<file path="src/rtl/mips_cpu_bus_pkg.sv">
// mips_cpu_bus_pkg: shared types, byte-lane constants and alignment helper for the CPU bus controller
package mips_cpu_bus_pkg;
  typedef enum logic [1:0] {SZ_BYTE = 2'd0, SZ_HALF = 2'd1, SZ_WORD = 2'd2} mem_size_t;
  typedef enum logic [1:0] {IDLE, ISSUE, RDATA, RESP} mem_ctrl_state_t;
  localparam logic [3:0] BE_WORD    = 4'b1111;
  localparam logic [3:0] BE_LO_HALF = 4'b0011;
  localparam logic [3:0] BE_HI_HALF = 4'b1100;
  // an unused size encoding is treated as a word everywhere
  function automatic logic misaligned(input logic [1:0] a, input mem_size_t sz);
    return sz == SZ_BYTE ? 1'b0 : sz == SZ_HALF ? a[0] : a != 2'b00;
  endfunction
endpackage

</file>
<file path="src/rtl/mips_cpu_bus_lane_align.sv">
// mips_cpu_bus_lane_align: little-endian byteenable, store lane placement and load extraction/extension
module mips_cpu_bus_lane_align
  import mips_cpu_bus_pkg::*;
(
  input  logic [1:0]  a,
  input  mem_size_t   sz,
  input  logic        sext,
  input  logic [31:0] wdata_in,
  input  logic [31:0] readdata,
  output logic [3:0]  be,
  output logic [31:0] wdata_out,
  output logic [31:0] load_data
);
  logic [31:0] shifted;
  logic [7:0]  rbyte;
  logic [15:0] rhalf;
  always_comb begin
    shifted   = readdata >> {a, 3'b000};
    rbyte     = shifted[7:0];
    rhalf     = a[1] ? readdata[31:16] : readdata[15:0];
    be        = sz == SZ_BYTE ? 4'b0001 << a : sz == SZ_HALF ? (a[1] ? BE_HI_HALF : BE_LO_HALF) : BE_WORD;
    wdata_out = sz == SZ_BYTE ? {4{wdata_in[7:0]}} : sz == SZ_HALF ? {2{wdata_in[15:0]}} : wdata_in;
    load_data = sz == SZ_BYTE ? {{24{sext & rbyte[7]}}, rbyte}
              : sz == SZ_HALF ? {{16{sext & rhalf[15]}}, rhalf} : readdata;
  end
endmodule

</file>
<file path="src/rtl/mips_cpu_bus_mem_ctrl.sv">
// mips_cpu_bus_mem_ctrl: multi-port Avalon-MM master with lane alignment; one transaction at a time.
// Define MIPS_CPU_BUS_MEM_CTRL_RR_EN for round-robin arbitration (default: fixed priority, port 0 first).
module mips_cpu_bus_mem_ctrl
  import mips_cpu_bus_pkg::*;
#(
  parameter int NPORTS = 2
) (
  input  logic                   clk,
  input  logic                   reset,
  input  logic [NPORTS-1:0]      req,
  input  logic [NPORTS-1:0]      we,
  input  logic [NPORTS-1:0][31:0] addr,
  input  logic [NPORTS-1:0][31:0] wdata,
  input  logic [NPORTS-1:0][1:0] size,
  input  logic [NPORTS-1:0]      sext,
  output logic [NPORTS-1:0]      ack,
  output logic [31:0]            rdata,
  output logic                   err,
  output logic                   busy,
  output logic [31:0]            address,
  output logic                   write,
  output logic                   read,
  input  logic                   waitrequest,
  output logic [31:0]            writedata,
  output logic [3:0]             byteenable,
  input  logic [31:0]            readdata
);
  localparam int PW = NPORTS > 1 ? $clog2(NPORTS) : 1;
  mem_ctrl_state_t state_q, state_d;
  mem_size_t       size_q, size_d;
  logic [PW-1:0]   grant_q, grant_d, sel;
  logic            we_q, we_d, sext_q, sext_d, err_q, err_d, granting;
  logic [31:0]     addr_q, addr_d, wdata_q, wdata_d, rdata_q, rdata_d;
  logic [3:0]      be;
  logic [31:0]     wd_lane, load_data;
  assign granting = state_q == IDLE && |req;
`ifdef MIPS_CPU_BUS_MEM_CTRL_RR_EN
  logic [PW-1:0] last_q, last_d;
  // walk from farthest to nearest so the port right after the last grant wins
  always_comb begin
    sel = last_q;
    for (int i = NPORTS; i >= 1; i--)
      if (req[(int'(last_q) + i) % NPORTS]) sel = PW'((int'(last_q) + i) % NPORTS);
    last_d = granting ? sel : last_q;
  end
  always_ff @(posedge clk) last_q <= reset ? PW'(NPORTS - 1) : last_d;
`else
  always_comb begin
    sel = '0;
    for (int i = NPORTS - 1; i >= 0; i--)
      if (req[i]) sel = PW'(i);
  end
`endif
  mips_cpu_bus_lane_align u_align (
    .a        (addr_q[1:0]),
    .sz       (size_q),
    .sext     (sext_q),
    .wdata_in (wdata_q),
    .readdata (readdata),
    .be       (be),
    .wdata_out(wd_lane),
    .load_data(load_data)
  );
  always_comb begin
    state_d = state_q;
    grant_d = grant_q;
    we_d    = we_q;
    addr_d  = addr_q;
    wdata_d = wdata_q;
    size_d  = size_q;
    sext_d  = sext_q;
    err_d   = err_q;
    rdata_d = rdata_q;
    case (state_q)
      IDLE: if (granting) begin
        grant_d = sel;
        we_d    = we[sel];
        addr_d  = addr[sel];
        wdata_d = wdata[sel];
        size_d  = mem_size_t'(size[sel]);
        sext_d  = sext[sel];
        err_d   = misaligned(addr[sel][1:0], mem_size_t'(size[sel]));
        rdata_d = '0;
        state_d = err_d ? RESP : ISSUE;
      end
      ISSUE: state_d = waitrequest ? ISSUE : we_q ? RESP : RDATA;
      RDATA: begin
        rdata_d = load_data;
        state_d = RESP;
      end
      default: state_d = IDLE;
    endcase
  end
  always_ff @(posedge clk) begin
    if (reset) begin
      state_q <= IDLE;
      grant_q <= '0;
      we_q    <= 1'b0;
      addr_q  <= '0;
      wdata_q <= '0;
      size_q  <= SZ_BYTE;
      sext_q  <= 1'b0;
      err_q   <= 1'b0;
      rdata_q <= '0;
    end else begin
      state_q <= state_d;
      grant_q <= grant_d;
      we_q    <= we_d;
      addr_q  <= addr_d;
      wdata_q <= wdata_d;
      size_q  <= size_d;
      sext_q  <= sext_d;
      err_q   <= err_d;
      rdata_q <= rdata_d;
    end
  end
  assign busy       = state_q != IDLE;
  assign read       = state_q == ISSUE && !we_q;
  assign write      = state_q == ISSUE && we_q;
  assign address    = (read || write) ? {addr_q[31:2], 2'b00} : '0;
  assign byteenable = (read || write) ? be : '0;
  assign writedata  = write ? wd_lane : '0;
  assign ack        = state_q == RESP ? NPORTS'(1) << grant_q : '0;
  assign err        = state_q == RESP && err_q;
  assign rdata      = rdata_q;
endmodule
</file>
<file path="config.mk">
export PLATFORM = sky130hd
export DESIGN_NAME = mips_cpu_bus_mem_ctrl
export DESIGN_NICKNAME = d
export VERILOG_FILES = /design/src/rtl/mips_cpu_bus_pkg.sv /design/src/rtl/mips_cpu_bus_lane_align.sv /design/src/rtl/mips_cpu_bus_mem_ctrl.sv
export SDC_FILE = /design/constraint.sdc
export NUM_CORES = 1
export LEC_CHECK = 0
export ABC_AREA = 1
export ABC_CLOCK_PERIOD_IN_PS = 1900
export BUFFER_PORTS_ARGS = -buffer_cell sky130_fd_sc_hd__buf_4
export CORE_UTILIZATION = 30
export CTS_BUF_LIST = sky130_fd_sc_hd__clkbuf_4
export DETAILED_ROUTE_END_ITERATION = 10
export GPL_TIMING_DRIVEN = 0
export PLACE_DENSITY = 0.53
export SYNTH_ARGS = -nofsm -noshare
export SYNTH_HDL_FRONTEND = slang
export SYNTH_HIERARCHICAL = 1
export SYNTH_SLANG_ARGS = --single-unit
</file>
<file path="constraint.sdc">
create_clock -name clk -period 1.9 [get_ports clk]
set_input_delay 0.57 -clock clk [delete_from_list [all_inputs] [get_ports clk]]
set_output_delay 0.57 -clock clk [all_outputs]
set_load 0.005 [all_outputs]
</file>
# Word level (Yosys, flattened, before mapping)
# Index checks and enable logic that the tools add are counted.
[word_totals]
regBits = 104
latchBits = 0
mem_bits_rw = 0
romBits = 0
inputBits = 173
out_inout_bits = 106
word_cells = 69
memories = 0
[classes]
n_addsub = 0
mul = 0
div_mod_pow = 0
magnitude_cmp = 1
eq_ne = 6
n_shift = 3
n_mux = 33
n_bitwise = 2
reduce_logical = 15
[op_table]
columns = ["operator", "count"]
rows = [
  ["two-way mux 32 bit", 11],
  ["case mux 32 bit (2 select lines)", 1],
  [">> shifter 32 x 5 -> 8 bit", 1],
  ["two-way mux 16 bit", 1],
  ["two-way mux 4 bit", 4],
  ["two-way mux 2 bit", 6],
  ["two-way mux 1 bit", 9],
  ["== test 2 x 1 -> 1 bit (second input constant)", 3],
  ["zero test 2 bit", 3],
  ["case mux 2 bit (3 select lines)", 1],
  ["nonzero test 2 bit", 3],
  ["== test 2 bit (second input constant)", 2],
  ["logical AND 1 bit", 4],
  ["AND reduction 2 bit", 2],
  ["<< shifter 1 x 2 -> 4 bit (first input constant)", 1],
  ["bitwise AND 1 bit", 2],
  ["< comparator 1 x 2 -> 1 bit (second input constant)", 1],
  ["inequality test 2 bit (second input constant)", 1],
  ["OR reduction 2 bit", 1],
  ["<< shifter 1 x 1 -> 2 bit (first input constant)", 1],
  ["zero test 1 bit", 1],
  ["logical OR 1 bit", 1],
]

# Longest topological paths before layout
# Gate-level depths: netlist of run 1.
[depth]
depth_word = 10
mapped_depth = 11
depth_no_buf = 9

# Modules after synthesis
# Netlist of run 1, hierarchy kept.
[by_module_without_submodules]
columns = ["module", "instances", "cells_each", "area_per_inst_um2", "seq_area_each_um2"]
rows = [
  ["mips_cpu_bus_mem_ctrl", 1, 721, 4852.2, 2082.0],
  ["mips_cpu_bus_lane_align", 1, 321, 1413.9, 0.0],
]

# Least setup slack after synthesis of run 1
# OpenSTA, ideal clock, no wires.
[synth_timing]
path_kind = "reg2out"
from = "register state_q[1]"
to = "output port writedata[10]"
t_arrival_ns = 1.179
required_ns = 1.330
path_slack_ns = 0.151
path_stages_with_launch = 8
n_path_buf = 2
cell_sequence = "dfxtp_1 buf_2 nor2_1 inv_2 nor2_1 inv_2 clkbuf_1 nor2_1"
[synth_between]
elab_chain_cells = 3
[synth_rtl]
columns = ["item", "line", "rtl"]
rows = [
  ["start, declared", "mips_cpu_bus_mem_ctrl.sv:29", "mem_ctrl_state_t state_q, state_d;"],
  ["start signal, assigned", "mips_cpu_bus_mem_ctrl.sv:106", "state_q <= state_d;"],
  ["== test 2 x 1 -> 1 bit", "mips_cpu_bus_mem_ctrl.sv:119", "assign write = state_q == ISSUE && we_q;"],
  ["logical AND 1 bit", "mips_cpu_bus_mem_ctrl.sv:119", ""],
  ["named net write", "mips_cpu_bus_mem_ctrl.sv:21", "output logic write,"],
  ["two-way mux 32 bit", "mips_cpu_bus_mem_ctrl.sv:122", "assign writedata = write ? wd_lane : '0;"],
  ["end, declared", "mips_cpu_bus_mem_ctrl.sv:24", "output logic [31:0] writedata,"],
]
# The timed path passes the listed nets, and every way through them passes these cells.

# Worst setup path after layout of run 1
[layout_timing]
from = "register size_q[0]"
to = "output port writedata[25]"
[layout_between]
elab_chain_cells = 4
elab_cells_between_ends = 5
classes_between = "eq/ne: 1; mux: 3; reduce/logical: 1"
[layout_rtl]
columns = ["item", "line", "rtl"]
rows = [
  ["start, declared", "mips_cpu_bus_mem_ctrl.sv:30", "mem_size_t size_q, size_d;"],
  ["start signal, assigned", "mips_cpu_bus_mem_ctrl.sv:111", "size_q <= size_d;"],
  ["== test 2 x 1 -> 1 bit", "mips_cpu_bus_lane_align.sv:22", "wdata_out = sz == SZ_BYTE ? {4{wdata_in[7:0]}} : sz == SZ_HALF ? {2{wdata_in[15:0]}} : wdata_in;"],
  ["two-way mux 32 bit", "mips_cpu_bus_lane_align.sv:22", ""],
  ["two-way mux 32 bit *", "mips_cpu_bus_lane_align.sv:22", ""],
  ["named net wd_lane[25]", "mips_cpu_bus_mem_ctrl.sv:35", "logic [31:0] wd_lane, load_data;"],
  ["two-way mux 32 bit *", "mips_cpu_bus_mem_ctrl.sv:122", ""],
]
# The timed path passes the listed nets; every way through them passes the cells marked *.

==> reports/results.tsv, run 1 <==
metric	value	unit
switching pwr	0.00258	W
Rel. slew slack	0.662	
Post-route DRC	0	
Cell Pwr Density	658	mW/mm^2
Critical path origin	size_q[0]	
Clock Skew	0.0265	ns
Sink Count	104	
Req. time, crit path	1.33	ns
Vias/cell	4.80	
Worst setup endpoint	writedata[25]	
Final ANT Viol Nets	0	
clk slew on worst S/H paths	0.20	ns
vias in the first global route	7658	
num ports	279	
flops & latches, synth	104	
biggest cell delay along the critical path	0.42	ns
grt ovf	0	
setup slack, reg-to-reg	0.12	ns
Cells after DPL	1588	
WP depth	7	
Worst path top cell family by delay	flip-flops	
Yosys top cell area share	0.332	
P_int	0.00406	W
nets@finish	1537	
final cycle utilization of the critical path	1.24	
Die ar.	0.0215	mm^2
synthesized area	0.00627	mm^2
Final setup viols	71	
Via Count	7864	
critical path type	reg2out	
Die W	147	um
Bufs and invs on worst path	3	
H-tree depth	3	
largest net degree at the start of global routing	19	
Final min period	2.36	ns
outcome	finished with violations	
Clk pwr share	0.194	
# port buffers	275	
Yosys cell types	29	
CORE AREA	0.0204	mm^2
post-detailed-route wirelength per cell	16.5	um
CTS root buf	clkbuf_4	
r2r startpoint	size_q[1]	
DP HPWL	20600	um
combined area of the multi-input logic cells	0.00370	mm^2
crit start category	flop	
fin worst setup slack	-0.460	ns
R2R cell count	12	
worst IR drop on VDD	339	uV
first-pass GRT wire length	41400	um
Switching Share	0.388	
Die H	147	um
First-pass DRT Iterations	5	
Hold Crit Class	in2reg	
Fin. Hold Viols	0	
register area	0.00210	mm^2
leakage power total	4.79	nW
Skew-Pair Late Insertion Delay	0.51	ns
Synth Warn #	6	
area grow syn2layout	61.0	%
Post-Syn Area per Cell	6.01	um^2
max cap viols	0	
combinational power share	0.413	
cts hold-fix bufs	0	
Finished Layout Cells	1639	
worst-path cell chain	nor2_4, buf_6, nand2_4, o211ai_1, inv_1, nor2_4, buf_6	
post-synth top area cell	dfxtp_1	
layout cells sized above 1	0.357	
worst flop-to-flop path endpoint	rdata[14]	
Max FO, Critical Path	5	
CTS buffer count	9	
setup TNS	-24.29	ns
max-slew violations	0	
failing checks	negative setup slack	
Cells after Synth	1042	
fillers	2189	
Worst Tran Pin Value	0.507	ns
Total GRT Usage	0.249	
Initial Utilization	0.308	
post-synthesis sequential area ratio	0.332	
RSZ-0062 raised after global routing	yes	
CTS tree	yes	
slowest CP cell	dfxtp_4	
Highest Clock Rate	424	MHz
routability cong.	0.902	
Area contributors post-synth	dfxtp_1, nand2_1, a21oi_1, inv_1, nand3_1	
CTS max path bufs	2	
Rows	52	
antenna violations before repair	1	
initial DRC count	322	
critical path arrival	1.79	ns
sequential group share of total power	0.393	
kind of end point of the critical path	primary output	
Final Routed Wirelength	27100	um
[layout make-up]
class                      count  area share
antenna                        1    0.000248
clock inverter                 6     0.00757
clock buffer                   9     0.00670
sequential                   104       0.208
buffer                        77      0.0551
timing repair buffer         314       0.265
multi-input combinational    716       0.366
inverter                     142      0.0573
tap                          270      0.0335
[flip-flops by register name, indices dropped and copies added (netlist names)]
signal and flops:
addr_q 32, err_q 1, grant_q 1, rdata 32, sext_q 1, size_q 2, state_q 2, wdata_q 32
we_q 1
[cells in the mapped netlist, drive strengths merged]
library cell	instances
a22oi	1
nand2	257
clkbuf	32
nand4	1
nor2	110
a21oi	168
buf	49
inv	142
nand3	93
o21ai	76
dfxtp	104
o22ai	1
o211ai	7
conb	1
[timing repair]
item	in CTS	in global routing
resized for setup	205	63
pin swaps	26	10
setup buffers	20	13
endpoints found under the setup margin	72	95
cloned	5	1
[kinds of logic after synthesis]
group | count (synthesis) | share of synthesized area
buffers and inverters | 223 | 0.156
flip-flops | 104 | 0.332
other | 1 | 0.000598
AND/OR/NAND/NOR | 461 | 0.304
AO/OA/AOI/OAI | 253 | 0.207
[power groups by stage]
stage / clock, W / combinational (W) / sequential (W)
after floorplan: 0 / 0.00127 / 0.00257
after global placement: 0 / 0.00212 / 0.00262
after detailed placement: 0 / 0.00213 / 0.00262
after CTS: 0.00134 / 0.00259 / 0.00259
after global routing: 0.00140 / 0.00302 / 0.00264
final: 0.00129 / 0.00274 / 0.00261
[tightest hold or removal path, delay by kind of cell]
family	cells	cell delay, ns
buffers and inverters	1	0.10
and+or+nand+nor	1	0.05
AOI/OAI and AO/OA	1	0.05
[cells in the final DEF, fill, tap and decap left out, types with 49 or more instances in the layout]
| cell | count |
|---|---|
| nor2_4 | 52 |
| dfxtp_1 | 97 |
| buf_4 | 267 |
| o21ai_0 | 64 |
| nand2_1 | 241 |
| nor2_1 | 49 |
| nand3_1 | 90 |
| inv_1 | 126 |
| a21oi_1 | 166 |
| buf_6 | 56 |
[metal layers]
metal | up-vias | GRT usage | routed length, um
li1 | 3927 | - | -
met1 | 3617 | 0.301 | 11200
met2 | 288 | 0.425 | 13100
met3 | 32 | 0.0716 | 2300
met4 | 0 | 0.0708 | 546
met5 | - | 0 | 0
[metrics by stage]
stage          instance area (um^2)  setup slack (ns)   util  total power, W  hold slack (ns)
6_report                      10100            -0.460  0.495         0.00664            0.285
5_1_grt                       10100            -0.548  0.495         0.00705            0.252
4_1_cts                        9770            -0.511  0.480         0.00652            0.251
3_5_place_dp                   8670            -0.532  0.426         0.00475            0.473
3_3_place_gp                   8670            -0.543  0.426         0.00474            0.469
2_1_floorplan                  6270             0.151      -         0.00384            0.453
[how the worst min path moves through the flow]
stage                     startpoint  slack [ns]  cells after the start    endpoint
after floorplan              grant_q        0.45                      2     grant_q
after global placement     rdata[15]        0.47                      2   rdata[15]
after detailed placement   rdata[12]        0.47                      2   rdata[12]
after CTS                   addr[57]        0.25                      3  addr_q[25]
after global routing        addr[56]        0.25                      3  addr_q[24]
final                       addr[59]        0.29                      3  addr_q[27]
Note: power is estimated with default switching activity, not from simulation.
==> run 2: changes to the inputs <==
--- a/config.mk
+++ b/config.mk
@@ -12,8 +12,7 @@
 export CTS_BUF_LIST = sky130_fd_sc_hd__clkbuf_4
 export DETAILED_ROUTE_END_ITERATION = 10
 export GPL_TIMING_DRIVEN = 0
-export PLACE_DENSITY = 0.53
+export PLACE_DENSITY = 0.54
 export SYNTH_ARGS = -nofsm -noshare
 export SYNTH_HDL_FRONTEND = slang
-export SYNTH_HIERARCHICAL = 1
 export SYNTH_SLANG_ARGS = --single-unit
==> reports/results.tsv, run 2 <==
metric	value	unit	change
antenna violations before repair	1		unchanged
CORE AREA	0.0189	mm^2	-7.2%
Vias/cell	4.99		+4.0%
vias in the first global route	7223		-5.7%
Total GRT Usage	0.255		+0.00659
Highest Clock Rate	429	MHz	+1.1%
Skew-Pair Late Insertion Delay	0.50	ns	about the same
setup TNS	-23.78	ns	+0.516 ns
Req. time, crit path	1.33	ns	about the same
failing checks	negative setup slack		
Yosys top cell area share	0.356		+0.0240
Die ar.	0.0200	mm^2	-6.6%
Synth Warn #	0		-6
Initial Utilization	0.309		+0.00165
num ports	279		unchanged
Fin. Hold Viols	0		unchanged
area grow syn2layout	66.0	%	
CTS tree	yes		
nets@finish	1433		-6.8%
DP HPWL	19500	um	-5.1%
kind of end point of the critical path	primary output		
WHS	0.307	ns	+0.0220 ns
Die W	142	um	-3.4%
Post-Syn Area per Cell	6.22	um^2	+3.5%
outcome	finished with violations		
critical path arrival	1.76	ns	-0.03 ns
initial DRC count	425		+32%
cts hold-fix bufs	0		unchanged
setup slack, reg-to-reg	0.21	ns	+0.09 ns
post-detailed-route wirelength per cell	17.3	um	+4.8%
grt ovf	0		unchanged
final cycle utilization of the critical path	1.23		-0.0141
synthesized area	0.00584	mm^2	-6.7%
Cells after Synth	939		-9.9%
post-place setup slack	-0.588	ns	-0.0557 ns
max cap viols	0		unchanged
met3 WL	2410	um	+5.1%
Final ANT Viol Nets	0		unchanged
CTS buffer count	9		unchanged
register area	0.00210	mm^2	about the same
highest metal layer with signal wires	met4		
leakage power total	4.28	nW	-11%
most used standard cell by instance count after synthesis	nand2_1		
asr flop ratio synth	0		unchanged
H-tree depth	3		unchanged
slowest CP cell	dfxtp_2		
total power	0.00639	W	-3.7%
layout cells sized above 1	0.387		+0.0294
Hold Crit Class	in2reg		
Sink Count	104		unchanged
most instantiated cells after synthesis	nand2_1, a21oi_1, dfxtp_1		
Yosys cell types	26		-10%
worst-path cell chain	inv_4, nor2_4, inv_4, nor2_4, buf_12, inv_12, buf_12, nor2_4, buf_6		
Max FO, Critical Path	8		+3
most frequent cells in the layout	buf_4, nand2_1, a21oi_1		
number of flops mapped to enable cells by yosys	0		unchanged
Post-route DRC	0		unchanged
Cell Pwr Density	658	mW/mm^2	about the same
fillers	1979		-9.6%
clk slew on worst S/H paths	0.17	ns	-0.03 ns
Area contributors post-synth	dfxtp_1, a21oi_1, nand2_1, nand3_1, o21ai_0		
routed wl met2	12700	um	-2.9%
biggest cell delay along the critical path	0.38	ns	-0.04 ns
crit start category	flop		
Via Count	7609		-3.2%
CTS max path bufs	2		unchanged
fin worst setup slack	-0.433	ns	+0.0268 ns
Die H	142	um	-3.4%
ys flop type	dfxtp_1		
Rows	50		-3.8%
commonest non-fill, non-tap cell in the layout	buf_4		
# port buffers	275		unchanged
flops & latches, synth	104		unchanged
Final min period	2.33	ns	-0.0268 ns
RSZ-0062 raised after global routing	yes		
Final Routed Wirelength	26400	um	-2.5%
Final setup viols	68		-4.2%
Most common cell on crit path	nor2_4		
Rel. slew slack	0.618		-0.0440
combined area of the multi-input logic cells	0.00366	mm^2	-0.98%
routability cong.	0.920		+1.9%
Worst Tran Pin Value	0.573	ns	+0.0659 ns
met1 WL	10700	um	-4.1%
critical path type	reg2out		
Clock Skew	0.0265	ns	+0.0000505 ns
post-synth top area cell	dfxtp_1		
max-slew violations	0		unchanged
post-synthesis sequential area ratio	0.356		+0.0240
Final Util	0.514		+0.0184
largest net degree at the start of global routing	20		+1
First-pass DRT Iterations	5		unchanged
CTS root buf	clkbuf_4		
first-pass GRT wire length	39300	um	-5.2%
worst IR drop on VDD	334	uV	-1.5%
==> run 2: changes by cell type after synthesis, sizes merged, moves of 2 or more <==
cell,previous run,this run
nand2,257,246
a211oi,0,2
o211ai,7,0
nand3,93,79
nor2,110,80
inv,142,73
buf,49,46
clkbuf,32,27
a21oi,168,201
==> run 2: metrics by stage <==
stage,area (um^2),std cells
2_1_floorplan,5850,940
3_3_place_gp,8240,1475
3_5_place_dp,8240,1475
4_1_cts,9160,1517
5_1_grt,9700,1525
6_report,9700,1525
==> run 2: metal layers <==
metal | vias up | track usage
li1 | 3703 | -
met1 | 3560 | 0.307
met2 | 308 | 0.436
met3 | 38 | 0.0807
met4 | 0 | 0.0707
met5 | - | 0
==> run 2: area by class of cell <==
cell class,instances,share of cell area
tap,260,0.0335
clock buffer,10,0.00774
sequential,104,0.216
antenna,1,0.000258
multi-input combinational,689,0.377
inverter,74,0.0327
timing repair buffer,313,0.278
buffer,69,0.0523
clock inverter,5,0.00258
==> run 2: cell families (layout without fill, tap and decap cells) <==
family	Yosys count	after routing	share of synthesized area
AO/OA/AOI/OAI	280	280	0.243
flip-flops	104	104	0.356
buffers and inverters	147	471	0.112
AND/OR/NAND/NOR	407	407	0.288
other	1	3	0.000642
==> run 2: final timing paths <==
path,startpoint,end,depth (start not counted)
setup reg to reg,size_q[1],rdata[13],9
hold / removal,addr[59],addr_q[27],3
hold reg to reg,rdata[22],rdata[22],2
setup / recovery,state_q[0],writedata[15],9
==> run 2: repair_timing <==
action | 4_1_cts | 5_1_grt
resized for setup | 160 | 123
setup endpoints to repair | 68 | 70
cloned | 4 | 3
pin swaps | 17 | 15
setup buffers | 27 | 7
==> run 2: report_power, final <==
group | leakage, nW | switching [W] | internal, W
clock network | 0.0587 | 0.000769 | 0.000266
logic | 3.36 | 0.00151 | 0.00122
registers | 0.859 | 0.000192 | 0.00243
total | 4.28 | 0.00247 | 0.00392
==> run 2: critical path: cells and delay by family (launching register included) <==
kind                   cells  cell delay [ns]
AND/OR/NAND/NOR            3             0.37
flip-flops                 1             0.38
buffers and inverters      6             0.53
